**config.mk**
```make
export PLATFORM = sky130hd
export DESIGN_NAME = reconfig_sequencer
export DESIGN_NICKNAME = d
export VERILOG_FILES = /design/src/rtl/reconfig_pkg.sv /design/src/rtl/reconfig_sync2.sv /design/src/rtl/reconfig_sequencer.sv
export SDC_FILE = /design/constraint.sdc
export NUM_CORES = 1
export LEC_CHECK = 0
export CAP_MARGIN = 10
export CORE_ASPECT_RATIO = 0.8
export CORE_UTILIZATION = 56
export DETAILED_ROUTE_END_ITERATION = 6
export GPL_TIMING_DRIVEN = 0
export PLACE_DENSITY = 0.79
export SYNTH_ARGS = -nofsm -noshare
export SYNTH_HDL_FRONTEND = slang
export SYNTH_SLANG_ARGS = --single-unit
```
**constraint.sdc**
```tcl
create_clock -name clk -period 2.8 [get_ports clk]
set_input_delay 0.42 -clock clk [delete_from_list [all_inputs] [get_ports clk]]
set_output_delay 0.42 -clock clk [all_outputs]
set_load 0.03 [all_outputs]
```
**src/rtl/reconfig_pkg.sv**
```systemverilog
`default_nettype none
// ============================================================================
// Module      : reconfig_pkg
// Description : Shared types and constants for the remote-update sequencer:
//               state encoding, retry counter width, default timing values
//               and the saturating retry increment.
// Revision    : 1.0 - initial release
// ============================================================================
package reconfig_pkg;

    // Sequencer states, explicitly encoded in 3 bits
    typedef enum logic [2:0] {
        IDLE  = 3'd0,
        COUNT = 3'd1,
        SETUP = 3'd2,
        FIRE  = 3'd3,
        WAIT  = 3'd4,
        FAULT = 3'd5
    } state_t;

    // Width of the retry counter (saturates at 7)
    localparam int RETRY_W = 3;

    // Default timing values used as parameter defaults by the top level
    localparam int DEF_SETUP_CYCLES = 4;
    localparam int DEF_PULSE_CYCLES = 8;
    localparam int DEF_ERR_WINDOW   = 1024;
    localparam int DEF_MAX_RETRY    = 2;

    // Increment that sticks at all-ones instead of wrapping
    function automatic logic [RETRY_W-1:0] retry_inc(input logic [RETRY_W-1:0] v);
        return (v == {RETRY_W{1'b1}}) ? v : v + RETRY_W'(1);
    endfunction

endpackage : reconfig_pkg
`default_nettype wire

```
**src/rtl/reconfig_sync2.sv**
```systemverilog
`default_nettype none
// ============================================================================
// Module      : reconfig_sync2
// Description : Two-flop synchroniser for a single asynchronous level,
//               asynchronous active-low reset, resets to 0.
// Revision    : 1.0 - initial release
// ============================================================================
module reconfig_sync2 (
    input  logic clk,
    input  logic rstn,
    input  logic d,
    output logic q
);

    logic r_meta;
    logic r_sync;

    // Two back-to-back flops; only r_sync is safe to use downstream
    always_ff @(posedge clk or negedge rstn) begin
        if (!rstn) begin
            r_meta <= 1'b0;
            r_sync <= 1'b0;
        end else begin
            r_meta <= d;
            r_sync <= r_meta;
        end
    end

    assign q = r_sync;

endmodule : reconfig_sync2
`default_nettype wire

```
**src/rtl/reconfig_sequencer.sv**
```systemverilog
`default_nettype none
// ============================================================================
// Module      : reconfig_sequencer
// Description : Remote-update sequencer driving the internal reconfiguration
//               primitive (cfg_CBSEL/cfg_ENA/cfg_CONFIG/cfg_ERROR). Auto
//               countdown or manual trigger, setup/pulse timing, retries on
//               failure, fault reporting.
//               Optional build macro: RECONFIG_FALLBACK_EN - after retries
//               are exhausted, one extra attempt with FALLBACK_IMAGE.
// Revision    : 1.0 - initial release
// ============================================================================
module reconfig_sequencer
    import reconfig_pkg::*;
#(
    parameter int CBSEL_WIDTH    = 2,
    parameter int CNT_WIDTH      = 24,
    parameter int DEFAULT_IMAGE  = 2,
    parameter int SETUP_CYCLES   = DEF_SETUP_CYCLES,
    parameter int PULSE_CYCLES   = DEF_PULSE_CYCLES,
    parameter int ERR_WINDOW     = DEF_ERR_WINDOW,
    parameter int MAX_RETRY      = DEF_MAX_RETRY,
    parameter int FALLBACK_IMAGE = 0
) (
    input  logic                   clk,
    input  logic                   rstn,
    input  logic                   auto_en,
    input  logic [CNT_WIDTH-1:0]   delay_cycles,
    input  logic                   start,
    input  logic [CBSEL_WIDTH-1:0] image_sel,
    input  logic                   clear_fault,
    input  logic                   cfg_ERROR,
    output logic [CBSEL_WIDTH-1:0] cfg_CBSEL,
    output logic                   cfg_ENA,
    output logic                   cfg_CONFIG,
    output logic                   busy,
    output logic                   fault,
    output logic [RETRY_W-1:0]     retry_count,
    output logic                   cfg_ERROR_sync
);

`ifdef RECONFIG_FALLBACK_EN
    localparam logic c_fallback_en = 1'b1;
`else
    localparam logic c_fallback_en = 1'b0;
`endif

    // Last timer value of each timed state (the state lasts value+1 cycles)
    localparam logic [CNT_WIDTH-1:0]   c_setup_last = CNT_WIDTH'(SETUP_CYCLES - 1);
    localparam logic [CNT_WIDTH-1:0]   c_pulse_last = CNT_WIDTH'(PULSE_CYCLES - 1);
    localparam logic [CNT_WIDTH-1:0]   c_win_last   = CNT_WIDTH'(ERR_WINDOW - 1);
    localparam logic [RETRY_W-1:0]     c_max_retry  = RETRY_W'(MAX_RETRY);
    localparam logic [CBSEL_WIDTH-1:0] c_def_image  = CBSEL_WIDTH'(DEFAULT_IMAGE);
    localparam logic [CBSEL_WIDTH-1:0] c_fb_image   = CBSEL_WIDTH'(FALLBACK_IMAGE);

    state_t                 r_state;
    state_t                 w_next;
    logic [CNT_WIDTH-1:0]   r_timer;
    logic [CNT_WIDTH-1:0]   w_timer_next;
    logic [RETRY_W-1:0]     r_retry;
    logic [RETRY_W-1:0]     w_retry_next;
    logic [RETRY_W-1:0]     w_retry_inc;
    logic [CBSEL_WIDTH-1:0] r_image;
    logic [CBSEL_WIDTH-1:0] w_image_next;
    logic                   r_fallback;
    logic                   w_fallback_next;
    logic [CNT_WIDTH-1:0]   w_delay_last;
    logic                   w_err_sync;
    logic                   r_ena;
    logic                   r_config;
    logic                   r_busy;
    logic                   r_fault;

    reconfig_sync2 u_err_sync (
        .clk  (clk),
        .rstn (rstn),
        .d    (cfg_ERROR),
        .q    (w_err_sync)
    );

    // A zero delay behaves as a one-cycle countdown
    assign w_delay_last = (delay_cycles == '0) ? '0 : delay_cycles - CNT_WIDTH'(1);
    assign w_retry_inc  = retry_inc(r_retry);

    // Next-state, image latch and retry bookkeeping
    always_comb begin
        w_next          = r_state;
        w_retry_next    = r_retry;
        w_image_next    = r_image;
        w_fallback_next = r_fallback;
        case (r_state)
            IDLE: begin
                if (start) begin
                    w_next          = SETUP;
                    w_image_next    = image_sel;
                    w_retry_next    = '0;
                    w_fallback_next = 1'b0;
                end else if (auto_en) begin
                    w_next = COUNT;
                end
            end
            COUNT: begin
                // start beats expiry; disabling auto beats expiry
                if (start) begin
                    w_next          = SETUP;
                    w_image_next    = image_sel;
                    w_retry_next    = '0;
                    w_fallback_next = 1'b0;
                end else if (!auto_en) begin
                    w_next = IDLE;
                end else if (r_timer >= w_delay_last) begin
                    w_next          = SETUP;
                    w_image_next    = c_def_image;
                    w_retry_next    = '0;
                    w_fallback_next = 1'b0;
                end
            end
            SETUP: begin
                if (r_timer == c_setup_last) w_next = FIRE;
            end
            FIRE: begin
                if (r_timer == c_pulse_last) w_next = WAIT;
            end
            WAIT: begin
                // Reaching here means the device did not reload: an error or
                // a silent window both count as a failed attempt
                if (w_err_sync || (r_timer == c_win_last)) begin
                    w_retry_next = w_retry_inc;
                    if (w_retry_inc < c_max_retry) begin
                        w_next = SETUP;
                    end else if (c_fallback_en && !r_fallback) begin
                        w_next          = SETUP;
                        w_image_next    = c_fb_image;
                        w_fallback_next = 1'b1;
                    end else begin
                        w_next = FAULT;
                    end
                end
            end
            FAULT: begin
                if (clear_fault) begin
                    w_next       = IDLE;
                    w_retry_next = '0;
                end
            end
            default: begin
                w_next = IDLE;
            end
        endcase
    end

    // Shared timer restarts on every state entry and idles at zero
    always_comb begin
        w_timer_next = r_timer + CNT_WIDTH'(1);
        if ((w_next != r_state) || (w_next == IDLE) || (w_next == FAULT)) begin
            w_timer_next = '0;
        end
    end

    // State, timer and sequence registers
    always_ff @(posedge clk or negedge rstn) begin
        if (!rstn) begin
            r_state    <= IDLE;
            r_timer    <= '0;
            r_retry    <= '0;
            r_image    <= c_def_image;
            r_fallback <= 1'b0;
        end else begin
            r_state    <= w_next;
            r_timer    <= w_timer_next;
            r_retry    <= w_retry_next;
            r_image    <= w_image_next;
            r_fallback <= w_fallback_next;
        end
    end

    // Outputs registered from the next state so they align with r_state
    always_ff @(posedge clk or negedge rstn) begin
        if (!rstn) begin
            r_ena    <= 1'b0;
            r_config <= 1'b0;
            r_busy   <= 1'b0;
            r_fault  <= 1'b0;
        end else begin
            r_ena    <= (w_next == SETUP) || (w_next == FIRE) || (w_next == WAIT);
            r_config <= (w_next == FIRE);
            r_busy   <= (w_next != IDLE) && (w_next != FAULT);
            r_fault  <= (w_next == FAULT);
        end
    end

    assign cfg_CBSEL      = r_image;
    assign cfg_ENA        = r_ena;
    assign cfg_CONFIG     = r_config;
    assign busy           = r_busy;
    assign fault          = r_fault;
    assign retry_count    = r_retry;
    assign cfg_ERROR_sync = w_err_sync;

endmodule : reconfig_sequencer
`default_nettype wire

```
* Word level (Yosys, flattened, before mapping)
Index checks and enable logic that the tools add are counted.
W data, S select, Z words.
** Storage, ports and cells
- Register bits after elaboration :: 38
- Bits of input ports :: 32
** Cells by class
- $add $sub $neg :: 3
- Magnitude comparators :: 2
- Equal/unequal tests :: 20
- Mux-type cells :: 26
- Reductions and logical operators :: 14
** Operator list (number)
- $mux W3 :: 17
- $mux W24 :: 2
- $add A24 B1 Y24 const B :: 1
- $eq A24 B10 Y1 const B :: 1
- $eq A24 B2 Y1 const B :: 1
- $eq A24 B3 Y1 const B :: 1
- $ge A24 B24 Y1 :: 1
- $logic_not A24 Y1 :: 1
- $sub A24 B1 Y24 const B :: 1
- $pmux W3 S6 :: 1
- $eq A3 B3 Y1 const B :: 5
- $eq A3 B2 Y1 const B :: 4
- $pmux W3 S4 :: 1
- $ne A3 B3 Y1 const B :: 3
- $mux W2 :: 4
- $logic_not A3 Y1 :: 2
- $ne A2 B2 Y1 const B :: 3
- $reduce_and A6 Y1 :: 1
- $logic_or A1 B1 Y1 :: 5
- $pmux W2 S2 :: 1
- $reduce_and A4 Y1 :: 1
- $reduce_bool A4 Y1 :: 1
- $add A3 B1 Y3 const B :: 1
- $eq A3 B1 Y1 const B :: 1
- other kinds (5) :: 5

* Logic depth before layout (Yosys ltp)
- Depth after elaboration :: 11
- Depth in mapped cells :: 16
- Gate-level depth less buffers :: 15

* Modules after synthesis
A second synthesis with hierarchy kept.
** Unflattened totals
- Cells, all modules :: 352
- Area, all modules :: 3170.5 µm²
** By module, submodules not included
- reconfig_sequencer :: times used 1, cells an instance 350, area each 3120.5 µm², sequential area each 902.1 µm²
- reconfig_sync2 :: times used 1, cells an instance 2, area each 50.0 µm², sequential area each 50.0 µm²

* Least setup slack after synthesis
No wires, ideal clock.
- Path type :: input port to flip-flop
- Start :: input port delay_cycles[13]
- End :: register r_timer[10]
- Setup time :: 0.080 ns
- Arrival :: 3.751 ns
- Slack :: -1.031 ns
- Stages :: 16
- Path buffers :: 1
- Cell sequence :: or4_1 > nor3_1 > nand3_1 > or2_1 > nor3_2 > xor2_1 > nand2_1 > ha_1 > nand4_1 > nor4_1 > nand2_1 > o2111ai_1 > or2_2 > a32oi_4 > buf_6 > nor3_2
** On the way
- Cells in the longest elaborated chain, start to end :: 11
- Elaborated cells on any way between the ends :: 14
- Classes of those cells :: 1 x add/sub; 1 x order compare; 2 x eq/ne; 6 x mux; 4 x reduce/logical
** RTL lines
- from (decl) :: RTL line reconfig_sequencer.sv:27 : input logic [CNT_WIDTH-1:0] delay_cycles,
- $sub A24 B1 Y24 / $logic_not A24 Y1 (equally long branches) :: RTL line reconfig_sequencer.sv:81 : assign w_delay_last = (delay_cycles == '0) ? '0 : delay_cycles - CNT_WIDTH'(1);
- $mux W24 (*) :: RTL line reconfig_sequencer.sv:81
- $ge A24 B24 Y1 (*) :: RTL line reconfig_sequencer.sv:110 : end else if (r_timer >= w_delay_last) begin
- $mux W3 (*) :: RTL line reconfig_sequencer.sv:110
- $mux W3 (*) :: RTL line reconfig_sequencer.sv:108 : end else if (!auto_en) begin
- $mux W3 (*) :: RTL line reconfig_sequencer.sv:103 : if (start) begin
- $pmux W3 S6 (*) :: RTL line reconfig_sequencer.sv:90 : case (r_state)
- $ne A3 B3 Y1 / $logic_not A3 Y1 (equally long branches) :: RTL line reconfig_sequencer.sv:154 : if ((w_next != r_state) || (w_next == IDLE) || (w_next == FAULT)) begin
- $logic_or A1 B1 Y1 :: RTL line reconfig_sequencer.sv:154
- $logic_or A1 B1 Y1 (*) :: RTL line reconfig_sequencer.sv:154
- $mux W24 (*) :: RTL line reconfig_sequencer.sv:154
- named net w_timer_next[10] :: RTL line reconfig_sequencer.sv:58 : logic [CNT_WIDTH-1:0] w_timer_next;
- to (signal assigned) :: RTL line reconfig_sequencer.sv:169 : r_timer <= w_timer_next;
- to (decl) :: RTL line reconfig_sequencer.sv:57 : logic [CNT_WIDTH-1:0] r_timer;
Mark *: on every way through the listed nets, which the timed path passes. The rest lies on a longest branch.
A chain may end at the register's enable or synchronous reset.

* Final worst setup path
- Start :: input port delay_cycles[11]
- End :: register r_timer[12]
The elaborated chain is that of the path after synthesis.

==> flow_summary.json <==
{
  "crit_start": "delay_cycles[11]",
  "ys_seq_area_share_pct": 29.5,
  "use_met1_pct": 45.3,
  "clk_latency_ns": 0.30,
  "final_layout_size_suffix_gt1_share_pct": 31.6,
  "dp_slack_ns": -2.06,
  "coreArea_sq_um": 5500,
  "syn_area_sq_um": 3230,
  "htreeDepth": 2,
  "whs_ns": 0.235,
  "violations": "negative setup slack",
  "setup_violations": 33,
  "synth_nets": 428,
  "grt_pass1_vias": 3083,
  "utilization_pct": 81.3,
  "die_w_microns": 86.9,
  "synth-edff-count": 0,
  "final_antenna_net_count": 0,
  "crit_path_end": "r_timer[12]",
  "hold_path.class": "primary input to asynchronous set/reset pin",
  "clk_pin_slew_worst_paths_ns": 0.09,
  "final_hold_viol_count": 0,
  "vdd_drop_max_mv": 0.452,
  "die_area_sq_um": 6080,
  "async_flop_share_pct": 100,
  "cts_buffers": 5,
  "r2r-end": "r_timer[22]",
  "clkSinkCount": 38,
  "die_y_microns": 69.9,
  "routabilityCongestion": 0.886,
  "placed_area_sq_um": 3770,
  "vias_per_cell": 6.37,
  "path_max_fanout": 5,
  "r2r_start": "r_timer[0]",
  "met3_usage_pct": 5.56,
  "rows": 24,
  "p_per_area_nw_per_um2": 585,
  "hpwlAfterDp_microns": 5810,
  "grt_pass1_wl_microns": 14900,
  "critPathArrivalTime_ns": 4.13,
  "r2r_slack_ns": -0.04,
  "synth.distinct_cells": 54,
  "slew_headroom_pct": 41.2,
  "drv_cap": 0,
  "rsz0062_at_grt": "true",
  "worst_slew_pin_slew_ns": 0.882,
  "synthCells": 368,
  "initial_utilization_pct": 58.8,
  "worst_slack_ns": -1.15,
  "grt_usage_pct": 31.4,
  "nets": 508,
  "routed_wl_microns": 10100,
  "grt_remaining_overflow": 0,
  "drtIter0Drc": 417,
  "slew_viol_final": 0,
  "required_ns": 2.98,
  "final_area_sq_um": 4470,
  "cp-start-kind": "primary input",
  "cts_tree": "built",
  "syn_to_final_growth_pct": 38.4,
  "ys.warnings.count": 0,
  "fin_crit_sh_pct": 141,
  "fmaxAchievable_mhz": 253,
  "total_power_uw": 2610,
  "grt_max_degree": 39,
  "io-pin-count": 42,
  "cts_root_buf": "clkbuf_8",
  "antenna_found_initial": 0,
  "p_leak_uw": 0.00190,
  "grt_util_met2_pct": 47.9,
  "fin_skew_ns": 0.0146,
  "antennaDiodeCount": 0,
  "critPathCaptureType": "flop",
  "status": "complete, but fails checks",
  "firstDrtPassIters": 6,
  "syn_area_per_cell_sq_um": 8.78,
  "clockBufferDepth": 2,
  "fillers": 319,
  "multi_input_area_sq_um": 2490,
  "synthFlopType": "dfrtp_1",
  "gr-max-usage-layer": "met2",
  "fin_crit_ns": 3.95,
  "seq_area_sq_um": 952,
  "portBuffers": 41,
  "wl_per_cell_microns": 19.1,
  "num_vias": 3356,
  "drcViolationCount": 0,
  "critPathKind": "primary input to flop",
  "ff2ff_path_depth": 9,
  "synth-seq-cells": 38
}
routing by layer:
layer / part of all wire, % / wire length [microns]
met1: 40 / 4060
met2: 47 / 4760
met3: 9.4 / 951
met4: 3.1 / 314
met5: 0 / 0
worst max-delay path: stages:
cell      delay (ns)
buf_8           0.09
or4_4           0.54
nor3_4          0.20
nand4_1         0.18
buf_6           0.20
nor3_2          0.17
xor2_1          0.22
nand2_1         0.08
ha_1            0.31
nand4_1         0.18
buf_4           0.16
nor2_4          0.03
a211oi_2        0.25
nand3_2         0.20
or2_4           0.30
a32oi_4         0.24
buf_12          0.17
buf_8           0.12
nor3_2          0.04
cell families after synthesis:
kind of cell	synth area share, %
AND/OR/NAND/NOR	33.1
AO/OA/AOI/OAI	10.6
XOR/XNOR	11.1
flip-flops	29.5
adder cells (fa/ha/maj)	10.8
buffers and inverters	3.91
multiplexers	0.969
worst min-delay path by stage:
stage | startpoint | end | slack, ns | cells after the start
floorplan | rstn | busy | 0.12 | 0
global placement | u_err_sync.r_meta | u_err_sync.q | 0.33 | 0
detailed placement | u_err_sync.r_meta | u_err_sync.q | 0.34 | 0
CTS | rstn | r_timer[17] | 0.26 | 1
global route | rstn | r_timer[21] | 0.30 | 1
finish | rstn | r_timer[21] | 0.23 | 1
state kept, by name, indices dropped and copies added (netlist names), 2 cells and up:
| name | cells |
|---|---|
| r_state | 3 |
| retry_count | 3 |
| r_timer | 24 |
| cfg_CBSEL | 2 |
area by class of cell:
type                       count  area share [%]
timing repair buffer          73            15.3
clock inverter                 1           0.672
buffer                        10            1.96
inverter                      15            1.26
multi-input combinational    305            55.7
sequential                    38            21.3
tap                           78            2.18
clock buffer                   7            1.71
cell usage in the layout, fill, tap and decap left out, types with 3 or more instances in the layout:
master / instances
a21oi_1: 12
and4_1: 3
buf_2: 8
buf_4: 23
buf_6: 14
buf_8: 3
clkbuf_1: 3
clkbuf_8: 6
clkdlybuf4s50_1: 22
dfrtp_1: 37
dlygate4sd2_1: 4
dlymetal6s2s_1: 3
ha_1: 24
ha_4: 3
inv_1: 14
nand2_1: 51
nand2b_1: 5
nand3_1: 9
nand4_1: 8
nor2_1: 19
nor2_4: 4
nor2b_1: 5
nor3_1: 11
nor3_2: 24
nor3_4: 6
nor3b_2: 3
nor4_1: 4
nor4_2: 6
o21ai_0: 8
or3_1: 3
or3_4: 3
xnor2_1: 16
xor2_1: 23
Yosys cell counts (2+ instances only):
cell,n,area share [%]
or2_2,2,0.39
o22ai_1,2,0.39
nor3_1,20,3.1
inv_1,15,1.7
nor2b_1,5,0.97
nor3b_1,3,0.70
a31oi_1,2,0.39
or3_1,6,1.2
buf_6,3,1.0
and4_1,3,0.81
ha_1,28,11
nand2b_1,6,1.2
and2_1,2,0.39
dfrtp_1,37,29
a211oi_1,2,0.46
clkbuf_1,3,0.35
nand3_1,11,1.7
o21ai_0,10,1.5
a311oi_1,2,0.54
and3_1,2,0.39
xnor2_1,18,4.9
nand3b_1,2,0.46
nor4_1,6,1.2
nand4_1,8,1.5
nor4_2,4,1.5
nor4b_1,2,0.54
mux2i_1,2,0.62
o31ai_1,3,0.70
nand2_1,54,6.3
nor2_1,23,2.7
buf_2,2,0.31
xor2_1,23,6.2
buf_4,2,0.46
nor3_2,21,6.5
a21oi_1,13,2.0
or4_1,3,0.70
power by group:
| group | leakage, uW | switching [uW] | total [uW] | internal, uW |
|---|---|---|---|---|
| sequential | 0.000501 | 52.7 | 676 | 623 |
| combinational | 0.00134 | 819 | 1470 | 646 |
| clock | 0.0000524 | 205 | 472 | 267 |
| total | 0.00190 | 1080 | 2610 | 1540 |
timing repair:
item | in CTS | in global routing
gates resized for setup | 105 | 26
endpoints found under the setup margin | 33 | 33
gates cloned | 2 | 0
buffers inserted | 28 | 4
hold buffers | 0 | 0
pin swaps | 48 | 15
stage by stage:
step,TNS (ns),std cells
2_1_floorplan,-26.42,368
3_3_place_gp,-61.40,487
3_5_place_dp,-64.60,487
4_1_cts,-26.90,524
5_1_grt,-37.20,527
6_report,-35.33,527
Note: power is estimated with default switching activity, not from simulation.
